`config.mk`:
```
export PLATFORM = sky130hd
export DESIGN_NAME = dmem_arbiter
export DESIGN_NICKNAME = d
export VERILOG_FILES = /design/src/rtl/dmem_arbiter.sv
export SDC_FILE = /design/constraint.sdc
export NUM_CORES = 1
export LEC_CHECK = 0
export CAP_MARGIN = 40
export CORE_MARGIN = 8
export CORE_UTILIZATION = 41
export CTS_CLUSTER_DIAMETER = 60
export CTS_CLUSTER_SIZE = 16
export DETAILED_ROUTE_END_ITERATION = 8
export PLACE_DENSITY = 0.93
export SYNTH_ARGS = -nofsm -noshare
export SYNTH_HDL_FRONTEND = slang
export SYNTH_SLANG_ARGS = --single-unit
```
`constraint.sdc`:
```
create_clock -name clk -period 6.8 [get_ports clk]
set_input_delay 1.36 -clock clk [delete_from_list [all_inputs] [get_ports clk]]
set_output_delay 1.36 -clock clk [all_outputs]
set_load 0.03 [all_outputs]
```
`src/rtl/dmem_arbiter.sv`:
```
// Data-memory arbiter: shares the single-port dmem between the MEM stage and a UART rx ring writer.
// Optional DMEM_ARB_STATS_EN adds stall_cnt / drop_cnt statistics outputs.
module dmem_arbiter #(
  parameter int unsigned FIFO_DEPTH = 4,
  parameter logic [31:0] RING_BASE  = 32'h0000_0100,
  parameter int unsigned RING_WORDS = 16,
  parameter int unsigned STARVE_MAX = 8
) (
  input  logic        clk,
  input  logic        rst,
  input  logic        cpu_req,
  input  logic        cpu_we,
  input  logic [31:0] cpu_addr,
  input  logic [31:0] cpu_wdata,
  output logic [31:0] cpu_rdata,
  output logic        cpu_stall,
  input  logic        rx_valid,
  input  logic [7:0]  rx_data,
  output logic        rx_ready,
  output logic        mem_en,
  output logic        mem_we,
  output logic [31:0] mem_addr,
  output logic [31:0] mem_wdata,
  input  logic [31:0] mem_rdata,
  output logic [7:0]  rx_head,
  output logic        rx_overflow
`ifdef DMEM_ARB_STATS_EN
  ,
  output logic [15:0] stall_cnt,
  output logic [7:0]  drop_cnt
`endif
);

  localparam int unsigned PTR_W  = $clog2(FIFO_DEPTH);
  localparam int unsigned CNT_W  = PTR_W + 1;
  localparam int unsigned HEAD_W = $clog2(RING_WORDS);
  localparam int unsigned STV_W  = $clog2(STARVE_MAX + 1);

  typedef enum logic [1:0] {GNT_NONE, GNT_CPU, GNT_UART} gnt_e;

  logic [7:0]        r_fifo [FIFO_DEPTH];
  logic [PTR_W-1:0]  r_wptr;
  logic [PTR_W-1:0]  r_rptr;
  logic [CNT_W-1:0]  r_cnt;
  logic [HEAD_W-1:0] r_head;
  logic [STV_W-1:0]  r_starve;
  logic              r_rd_pend;
  logic [31:0]       r_rdata;
  logic              r_overflow;

  gnt_e w_gnt;
  logic w_empty, w_full, w_forced, w_push, w_pop, w_drop;

  assign w_empty  = (r_cnt == '0);
  assign w_full   = (r_cnt == CNT_W'(FIFO_DEPTH));
  assign w_forced = (r_starve == STV_W'(STARVE_MAX));
  assign w_push   = rx_valid & ~w_full;
  assign w_drop   = rx_valid & w_full;
  assign w_pop    = (w_gnt == GNT_UART);

  // Grant: CPU wins unless the starvation limit forces a UART slot; nothing is granted in reset.
  always_comb begin
    w_gnt = GNT_NONE;
    if (!rst) begin
      if (cpu_req && !w_forced) w_gnt = GNT_CPU;
      else if (!w_empty)        w_gnt = GNT_UART;
    end
  end

  always_comb begin
    mem_en    = 1'b0;
    mem_we    = 1'b0;
    mem_addr  = '0;
    mem_wdata = '0;
    case (w_gnt)
      GNT_CPU: begin
        mem_en    = 1'b1;
        mem_we    = cpu_we;
        mem_addr  = cpu_addr & 32'hFFFF_FFFC;
        mem_wdata = cpu_wdata;
      end
      GNT_UART: begin
        mem_en    = 1'b1;
        mem_we    = 1'b1;
        mem_addr  = RING_BASE + (32'(r_head) << 2);
        mem_wdata = {24'b0, r_fifo[r_rptr]};
      end
      default: ;
    endcase
  end

  assign cpu_stall   = cpu_req & ~rst & (w_gnt != GNT_CPU);
  assign rx_ready    = ~w_full;
  assign rx_head     = 8'(r_head);
  assign rx_overflow = r_overflow;
  // Load data bypasses straight from memory in the cycle after the grant, then holds.
  assign cpu_rdata   = r_rd_pend ? mem_rdata : r_rdata;

  always_ff @(posedge clk) begin
    if (w_push) r_fifo[r_wptr] <= rx_data;
  end

  always_ff @(posedge clk or posedge rst) begin
    if (rst) begin
      r_wptr     <= '0;
      r_rptr     <= '0;
      r_cnt      <= '0;
      r_head     <= '0;
      r_overflow <= 1'b0;
    end else begin
      if (w_push) r_wptr <= r_wptr + PTR_W'(1);
      if (w_pop) begin
        r_rptr <= r_rptr + PTR_W'(1);
        r_head <= r_head + HEAD_W'(1);
      end
      if (w_push && !w_pop)      r_cnt <= r_cnt + CNT_W'(1);
      else if (!w_push && w_pop) r_cnt <= r_cnt - CNT_W'(1);
      if (w_drop) r_overflow <= 1'b1;
    end
  end

  always_ff @(posedge clk or posedge rst) begin
    if (rst) begin
      r_starve <= '0;
    end else if (w_empty || w_gnt == GNT_UART) begin
      r_starve <= '0;
    end else if (w_gnt == GNT_CPU && !w_forced) begin
      r_starve <= r_starve + STV_W'(1);
    end
  end

  always_ff @(posedge clk or posedge rst) begin
    if (rst) begin
      r_rd_pend <= 1'b0;
      r_rdata   <= '0;
    end else begin
      r_rd_pend <= (w_gnt == GNT_CPU) & ~cpu_we;
      if (r_rd_pend) r_rdata <= mem_rdata;
    end
  end

`ifdef DMEM_ARB_STATS_EN
  always_ff @(posedge clk or posedge rst) begin
    if (rst) begin
      stall_cnt <= '0;
      drop_cnt  <= '0;
    end else begin
      if (cpu_stall && stall_cnt != 16'hFFFF) stall_cnt <= stall_cnt + 16'd1;
      if (w_drop && drop_cnt != 8'hFF)        drop_cnt  <= drop_cnt + 8'd1;
    end
  end
`endif

endmodule

```
==> results of run 1 <==
[through the flow]
step                      worst slack (ps)  total power (W)
after floorplan                       1670          0.00127
after global placement                1650          0.00159
after detailed placement              1550          0.00164
after CTS                             1540          0.00203
after global routing                  1400          0.00211
final                                 1600          0.00201
[metal layers]
metal	GRT usage, %	part of all wire [%]	routed length [um]	vias to the layer above
met4	5.49	0.65	76	0
met1	19.8	38	4460	1428
met3	5.10	6.4	756	9
li1	-	-	-	1356
met2	34.6	55	6450	123
met5	0	0	0	-
[critical path: stages]
cell and delay (ps):
clkdlybuf4s50_1 580, nand2b_1 270, nor2b_2 380, buf_4 370, and2_1 180, clkdlybuf4s50_1 690
[registers in the layout, summed over array words and instances (netlist names)]
signal and cells:
r_head 4, r_rdata 32, r_cnt 3, r_rd_pend 1
r_fifo 32, r_wptr 2, r_rptr 2, rx_overflow 1
r_starve 4
[path summary, 6_finish.rpt]
check / depth (start not counted) / slack, ps / end
hold / removal: 1 / 500 / r_rdata[6]
max in group asynchronous: 3 / 4330 / r_rdata[10]
setup / recovery: 6 / 1600 / mem_addr[22]
min in group asynchronous: 2 / 1610 / r_starve[1]
setup reg to reg: 9 / 4260 / r_cnt[1]
hold reg to reg: 1 / 500 / r_rdata[6]
[power by group]
| group | internal, W | switching [W] |
|---|---|---|
| Clock | 0.000211 | 0.000180 |
| Sequential | 0.000644 | 0.0000981 |
| Combinational | 0.000417 | 0.000457 |
| Total | 0.00127 | 0.000734 |
[cell families (layout without fill, tap and decap cells)]
kind of cell / Yosys count / after routing / share of synthesized area (%)
AO/OA/AOI/OAI: 22 / 22 / 5.18
AND/OR/NAND/NOR: 78 / 78 / 12.7
XOR/XNOR: 9 / 9 / 2.46
buffers and inverters: 29 / 236 / 4.04
flip-flops: 81 / 81 / 57.3
multiplexers: 43 / 43 / 15.0
other: 1 / 6 / 0.0983
adder cells (fa/ha/maj): 9 / 9 / 3.15
[area by class of cell]
type	count	area, um^2	area share (%)
well taps	111	139	2.23
inverters	7	26.3	0.423
repair buffers	213	2150	34.5
clock buffers	9	124	1.99
clock inverters	7	100	1.61
flip-flops and latches	81	2190	35.2
multi-input cells	167	1490	24.0
[layout by cell type (no fill, tap or decap), types with 5 or more instances in the layout]
| master | n |
|---|---|
| a32o_1 | 12 |
| and2_1 | 50 |
| clkbuf_8 | 9 |
| clkdlybuf4s50_1 | 209 |
| conb_1 | 6 |
| dfrtp_1 | 49 |
| edfxtp_1 | 32 |
| ha_1 | 8 |
| inv_1 | 6 |
| mux2_2 | 32 |
| mux4_2 | 8 |
| nand2_1 | 6 |
| xnor2_1 | 5 |
==> impl_metrics.yaml, run 1 <==
outcome:
  status: "complete, no violations"
floorplan:
  ios: 218
  design.die.area_um2: 12600
  coreArea_um2: 9150
  start_util_pct: 41.7
  rows: 35
  die_w_um: 112
  die_y_um: 112
placed_design:
  routabilityCongestion: 0.836
  place_hpwl_um: 9500
  dp.cells: 579
  portBuffers: 209
  placed_area_um2: 5990
sta:
  skew_ps: 9.43
  finalSetupTns_ps: 0
  finalCritPeriodShare_pct: 76.5
  hold_slack_ps: 499
  rsz0062_at_grt: "false"
  slew_headroom_pct: 40.6
  fmax_ghz: 0.192
  min_period_ps: 5200
  report.final.slew_viol_count: 0
  setup_viol: 0
  finalHoldViolCount: 0
  worst_pin_slew_ps: 890
clocking:
  cts_resized: 0
  clk_latency_ps: 340
  cts_tree: "built"
  cts.path.max_buffers: 2
  cts_root_buf: "clkbuf_8"
  h-tree-depth: 3
  cts_made_buffers: 9
  clkTransAtPathRegs_ps: 80
  holdBufCountCts: 0
  cts_sinks: 81
  cts_setup_buffers: 0
synthesis:
  synth_area_leaders: "dfrtp_1 32%, edfxtp_1 25%, mux2_2 9.4%, and2_1 8.2%, mux4_2 4.7%"
  synth_top_area_cell: "dfrtp_1"
  avgSynthCellArea_um2: 14.0
  synth_edf_count: 32
  synth_top_area_share_pct: 32.2
  seq_area_frac_synth_pct: 57.3
  netlist_area_um2: 3810
  synth_common_cells: "50 x and2_1, 49 x dfrtp_1, 32 x edfxtp_1, 32 x mux2_2, 12 x a32o_1"
  yosys.cell_count.top_type: "and2_1"
  synth-main-ff-cell: "dfrtp_1"
  netlist-cell-type-count: 39
  netlist_instances: 272
  yosysWarnings: 0
  synth-seq-cells: 81
  ys_async_sr_fraction_pct: 60.5
cells_and_area:
  antenna_cells: 0
  stdcell_count: 595
  drive_above_1_share_pct: 14.0
  fillCellCount: 642
  layout.nets: 597
  stdcell_area_um2: 6220
  area_growth_pct: 63.0
  fin_util_pct: 67.9
grt:
  grt_antenna_before_repair: 0
  groute.usage.overall_pct: 18.5
  overflow: 0
  grt_pass1_vias: 3225
  grt_pass1_wl_um: 18300
  grt_start_max_net_pins: 44
power:
  powerDensity_nw_per_um2: 323
  ir_drop_mv: 0.194
  leakagePower_nw: 2.41
drt:
  wl_um: 11700
  drt_first_pass_iters: 4
  drc_errors: 0
  dr_total_vias: 2916
  drt-wirelength-per-cell_um: 19.7
  drt-initial-drc-count: 141
  ant_nets: 0
  post_drt_via_cell_ratio: 4.90
critical_path:
  end_kind: "primary output"
  crit_fanout: 43
  worst_ep_arrival_time_ps: 3840
  path_class: "input port to primary output"
  crit_required_ps: 5440
  reg2reg_from: "r_starve[0]"
  worstSetupStartpoint: "rst"
  cp-start-kind: "input port"
worst_hold_path:
  hp-start: "r_rdata[6]"
  hold_path.class: "flop to flop"
run:
  cap_violations: 0
Power figures use the tool's default switching activity.
==> run 2: changes to the inputs <==
- CORE_UTILIZATION: 41 -> 38
- PLACE_DENSITY: 0.93 -> 0.88
- clock period: 6.8 -> 5.2 ns (I/O delays scaled with it)
==> run 2 against run 1 <==
Against the previous run:
- utilization decreased by 4.1 points
- die area is 6.8% higher
- register-to-register slack worse by 1600 ps
- clock skew up 1.1 ps
- sequential cell count unchanged
- critical path depth is 1 lower
- routed wire length decreased by 1.9%
- cell count increased by 3.9%
- non-clock buffer count increased by 1
- cell area grew 0.42%
- critical endpoint is now mem_addr[4]
==> impl_metrics.yaml, run 2 (synthesis results as in run 1) <==
outcome:
  status: "complete, no violations"
drt:
  drt_first_pass_iters: 4
  wl_um: 11500
  wl_met3_um: 864
  met1_length_um: 4300
  drc_errors: 0
  wl_met2_um: 6250
  drt-wirelength-per-cell_um: 18.6
  drt-initial-drc-count: 88
  top_layer_used: "met4"
  ant_nets: 0
  dr_total_vias: 2912
  post_drt_via_cell_ratio: 4.71
cells_and_area:
  layout_commonest_cell: "clkdlybuf4s50_1"
  layout.nets: 598
  layout_common_cells: "209 x clkdlybuf4s50_1, 50 x and2_1, 49 x dfrtp_1"
  area_growth_pct: 63.7
  antenna_cells: 0
  fin_util_pct: 63.9
  drive_above_1_share_pct: 14.2
  reg_top3: "r_fifo: 32 flops, r_rdata: 32 flops"
power:
  clockPowerShare_pct: 18.8
  leakagePower_nw: 2.41
  intPower_w: 0.00166
  powerDensity_nw_per_um2: 417
  combPwrFrac_pct: 43.9
  p_switching_w: 0.000943
  pwr-share-seq_pct: 37.4
  p_sw_share_pct: 36.3
  ir_drop_mv: 0.297
grt:
  grt_pass1_wl_um: 16700
  groute.usage.overall_pct: 16.1
  overflow: 0
  grt_start_max_net_pins: 53
  grt_antenna_before_repair: 0
  grt_pass1_vias: 3070
critical_path:
  crit_required_ps: 4160
  end_kind: "primary output"
  cp-start-kind: "input port"
  crit_fanout: 11
  path_class: "input port to primary output"
  reg2reg_slack_ps: 2620
  worst_ep_arrival_time_ps: 3370
placed_design:
  pre_cts_ws_ps: 779
  portBuffers: 209
  place_hpwl_um: 9230
  routabilityCongestion: 0.788
clocking:
  cts_root_buf: "clkbuf_8"
  cts_made_buffers: 9
  cts_setup_buffers: 0
  cts_tree: "built"
  clk_latency_ps: 340
  cts.path.max_buffers: 2
  clkTransAtPathRegs_ps: 80
  cts_resized: 0
  holdBufCountCts: 0
  cts_sinks: 81
  h-tree-depth: 3
run:
  cap_violations: 0
floorplan:
  coreArea_um2: 9770
  start_util_pct: 39.0
  ios: 218
  die_w_um: 116
  die_y_um: 116
  design.die.area_um2: 13500
  rows: 36
sta:
  rsz0062_at_grt: "false"
  min_period_ps: 4410
  fmax_ghz: 0.227
  finalSetupTns_ps: 0
  setup_viol: 0
  finalHoldViolCount: 0
  skew_ps: 10.5
  worst_pin_slew_ps: 684
  setup_ws_ps: 795
  hold_slack_ps: 491
  finalCritPeriodShare_pct: 84.7
  report.final.slew_viol_count: 0
  slew_headroom_pct: 54.4
worst_hold_path:
  hold_path.class: "flop to flop"
==> run 2: critical path, cell delays in order <==
cell and delay (ps):
clkdlybuf4s50_1 600, a211oi_4 570, buf_4 300, a32o_1 160, clkdlybuf4s50_1 690
==> run 2: routing by layer <==
layer | vias to the layer above | track usage (%)
met5 | - | 0
met1 | 1417 | 17.4
met3 | 10 | 4.29
met4 | 0 | 4.84
li1 | 1363 | -
met2 | 122 | 30.0
==> run 2: area by class of cell <==
class / count / area (um^2)
timing repair buffer: 214 / 2150
clock inverter: 7 / 95.1
clock buffer: 9 / 124
inverter: 7 / 26.3
tap: 133 / 166
sequential: 81 / 2190
multi-input combinational: 167 / 1490
fill: 753 / 3530
==> run 2: power by group through the flow <==
stage / clock network [W] / registers, W / logic [W]
2_1_floorplan: 0 / 0.000962 / 0.000696
4_1_cts: 0.000505 / 0.000976 / 0.00116
6_report: 0.000488 / 0.000973 / 0.00114
3_3_place_gp: 0 / 0.000975 / 0.00111
5_1_grt: 0.000529 / 0.000994 / 0.00121
3_5_place_dp: 0 / 0.000989 / 0.00115
==> run 2: through the flow <==
step | std cells | total power, W | area, um^2
6_report | 618 | 0.00260 | 6240
5_1_grt | 618 | 0.00273 | 6240
3_3_place_gp | 601 | 0.00209 | 6000
2_1_floorplan | 277 | 0.00166 | 3830
4_1_cts | 618 | 0.00264 | 6240
3_5_place_dp | 602 | 0.00214 | 6020
==> run 2: path summary, 6_finish.rpt <==
| check | start | cells after the start | to |
|---|---|---|---|
| max | rst | 5 | mem_addr[4] |
| min | rx_overflow | 1 | rx_overflow |
| max reg2reg | r_starve[0] | 9 | r_cnt[1] |
| min reg2reg | rx_overflow | 1 | rx_overflow |
| max in group asynchronous | rst | 3 | r_rdata[22] |
| min in group asynchronous | rst | 2 | r_wptr[0] |
==> run 3: changes to the inputs <==
- clock period: 5.2 -> 4.25 ns (I/O delays scaled with it)
==> run 3 against run 2 <==
Against the previous run:
- combinational power grew 23%
- setup slack lost 400 ps
- non-clock buffer count grew 3
- sequential power grew 21%
- sequential cell count is the same
- register-to-register slack lost 940 ps
- total power grew 19%
- global-route usage grew 0.11 points
==> impl_metrics.yaml, run 3 (synthesis results as in run 1) <==
outcome:
  status: "complete, no violations"
sta:
  min_period_ps: 3860
  slew_headroom_pct: 59.5
  skew_ps: 8.48
  setup_ws_ps: 395
  finalCritPeriodShare_pct: 90.7
  rsz0062_at_grt: "false"
  report.final.slew_viol_count: 0
  finalHoldViolCount: 0
  worst_pin_slew_ps: 607
  fmax_ghz: 0.259
  finalSetupTns_ps: 0
  setup_viol: 0
  hold_slack_ps: 489
grt:
  grt_start_max_net_pins: 53
  grt_antenna_before_repair: 0
  overflow: 0
  grt_pass1_vias: 3037
  grt_pass1_wl_um: 16900
  groute.usage.overall_pct: 16.2
clocking:
  cts_setup_buffers: 0
  holdBufCountCts: 0
  clk_latency_ps: 340
  cts_sinks: 81
  clkTransAtPathRegs_ps: 70
  cts.path.max_buffers: 2
  cts_root_buf: "clkbuf_8"
  h-tree-depth: 3
  cts_made_buffers: 9
  cts_tree: "built"
  cts_resized: 0
worst_hold_path:
  min_to: "r_rdata[1]"
  hp-start: "r_rdata[1]"
  hold_path.class: "flop to flop"
  whs_path_depth: 1
drt:
  drc_errors: 0
  dr_total_vias: 2902
  top_layer_used: "met4"
  wl_met3_um: 1040
  wl_um: 11500
  post_drt_via_cell_ratio: 4.67
  wl_met2_um: 6190
  drt-initial-drc-count: 98
  drt_first_pass_iters: 4
  drt-wirelength-per-cell_um: 18.6
  met1_length_um: 4260
  ant_nets: 0
cells_and_area:
  fin_util_pct: 63.5
  reg_top3: "r_fifo: 32 flops, r_rdata: 32 flops"
  layout_common_cells: "209 x clkdlybuf4s50_1, 50 x and2_1, 49 x dfrtp_1"
  antenna_cells: 0
  layout_commonest_cell: "clkdlybuf4s50_1"
  layout.nets: 601
  stdcell_area_um2: 6200
  area_growth_pct: 62.6
  drive_above_1_share_pct: 15.0
placed_design:
  pre_cts_ws_ps: 390
  placed_area_um2: 6030
  place_hpwl_um: 9140
  portBuffers: 209
  routabilityCongestion: 0.775
critical_path:
  crit_path_frequent_cell: "clkdlybuf4s50_1"
  critPathSlowestCell: "clkdlybuf4s50_1"
  crit_required_ps: 3400
  cp_cell_sequence: "clkdlybuf4s50_1 > nand2b_1 > nor2b_2 > buf_4 > and2_1 > clkdlybuf4s50_1"
  r2r_end: "r_cnt[1]"
  cp-start-kind: "input port"
  end_kind: "primary output"
  worst_ep_arrival_time_ps: 3010
  r2r_cells: 10
  crit_fanout: 52
  reg2reg_slack_ps: 1680
  critPathMaxStageDelay_ps: 680
  reg2reg_from: "r_starve[0]"
  path_class: "input port to primary output"
power:
  ir_drop_mv: 0.326
  powerDensity_nw_per_um2: 497
  leakagePower_nw: 2.40
floorplan:
  ios: 218
  die_y_um: 116
  start_util_pct: 39.0
  rows: 36
  coreArea_um2: 9770
  design.die.area_um2: 13500
  die_w_um: 116
run:
  cap_violations: 0
run 3: cell count changes in the layout (fill, tap and decap cells not counted):
cell / change
buf_16: -1
buf_4: +4
bufinv_16: -2
clkinv_1: -1
clkinv_2: +1
clkinv_4: -2
clkinvlp_4: +1
inv_6: +3
run 3: metrics by stage:
stage / instances / power [W]
2_1_floorplan: 277 / 0.00203
3_3_place_gp: 605 / 0.00256
3_5_place_dp: 605 / 0.00262
4_1_cts: 621 / 0.00313
5_1_grt: 621 / 0.00325
6_report: 621 / 0.00308
run 3: worst max-delay path by stage:
stage | start | endpoint | slack [ps] | cells past startpoint
6_report | cpu_req | mem_addr[29] | 390 | 6
5_1_grt | cpu_req | mem_addr[18] | 290 | 6
4_1_cts | cpu_req | mem_wdata[10] | 380 | 6
3_5_place_dp | cpu_req | mem_wdata[10] | 390 | 6
3_3_place_gp | cpu_req | mem_wdata[15] | 480 | 6
2_1_floorplan | rst | mem_addr[3] | 140 | 4
run 3: where the power goes:
group,switching (W),internal [W],total [W]
Sequential,0.000154,0.00103,0.00118
Combinational,0.000732,0.000669,0.00140
Clock,0.000283,0.000217,0.000499
Total,0.00117,0.00192,0.00308
run 3: critical path: cells and delay by family:
family        cells  cell delay, ps
buf+inv           3            1630
simple gates      3             500
run 3: final cells by class:
class                   instances  area, um^2
repair buffers                217        2150
inverters                       7        26.3
fillers                       783        3570
clock inverters                 7        52.6
clock buffers                   9         124
multi-input cells             167        1490
flip-flops and latches         81        2190
well taps                     133         166
run 3: routing by layer:
metal | GRT usage [%] | vias up
met5 | 0 | -
met4 | 3.11 | 0
met3 | 5.22 | 7
met2 | 29.6 | 113
met1 | 18.2 | 1416
li1 | - | 1366
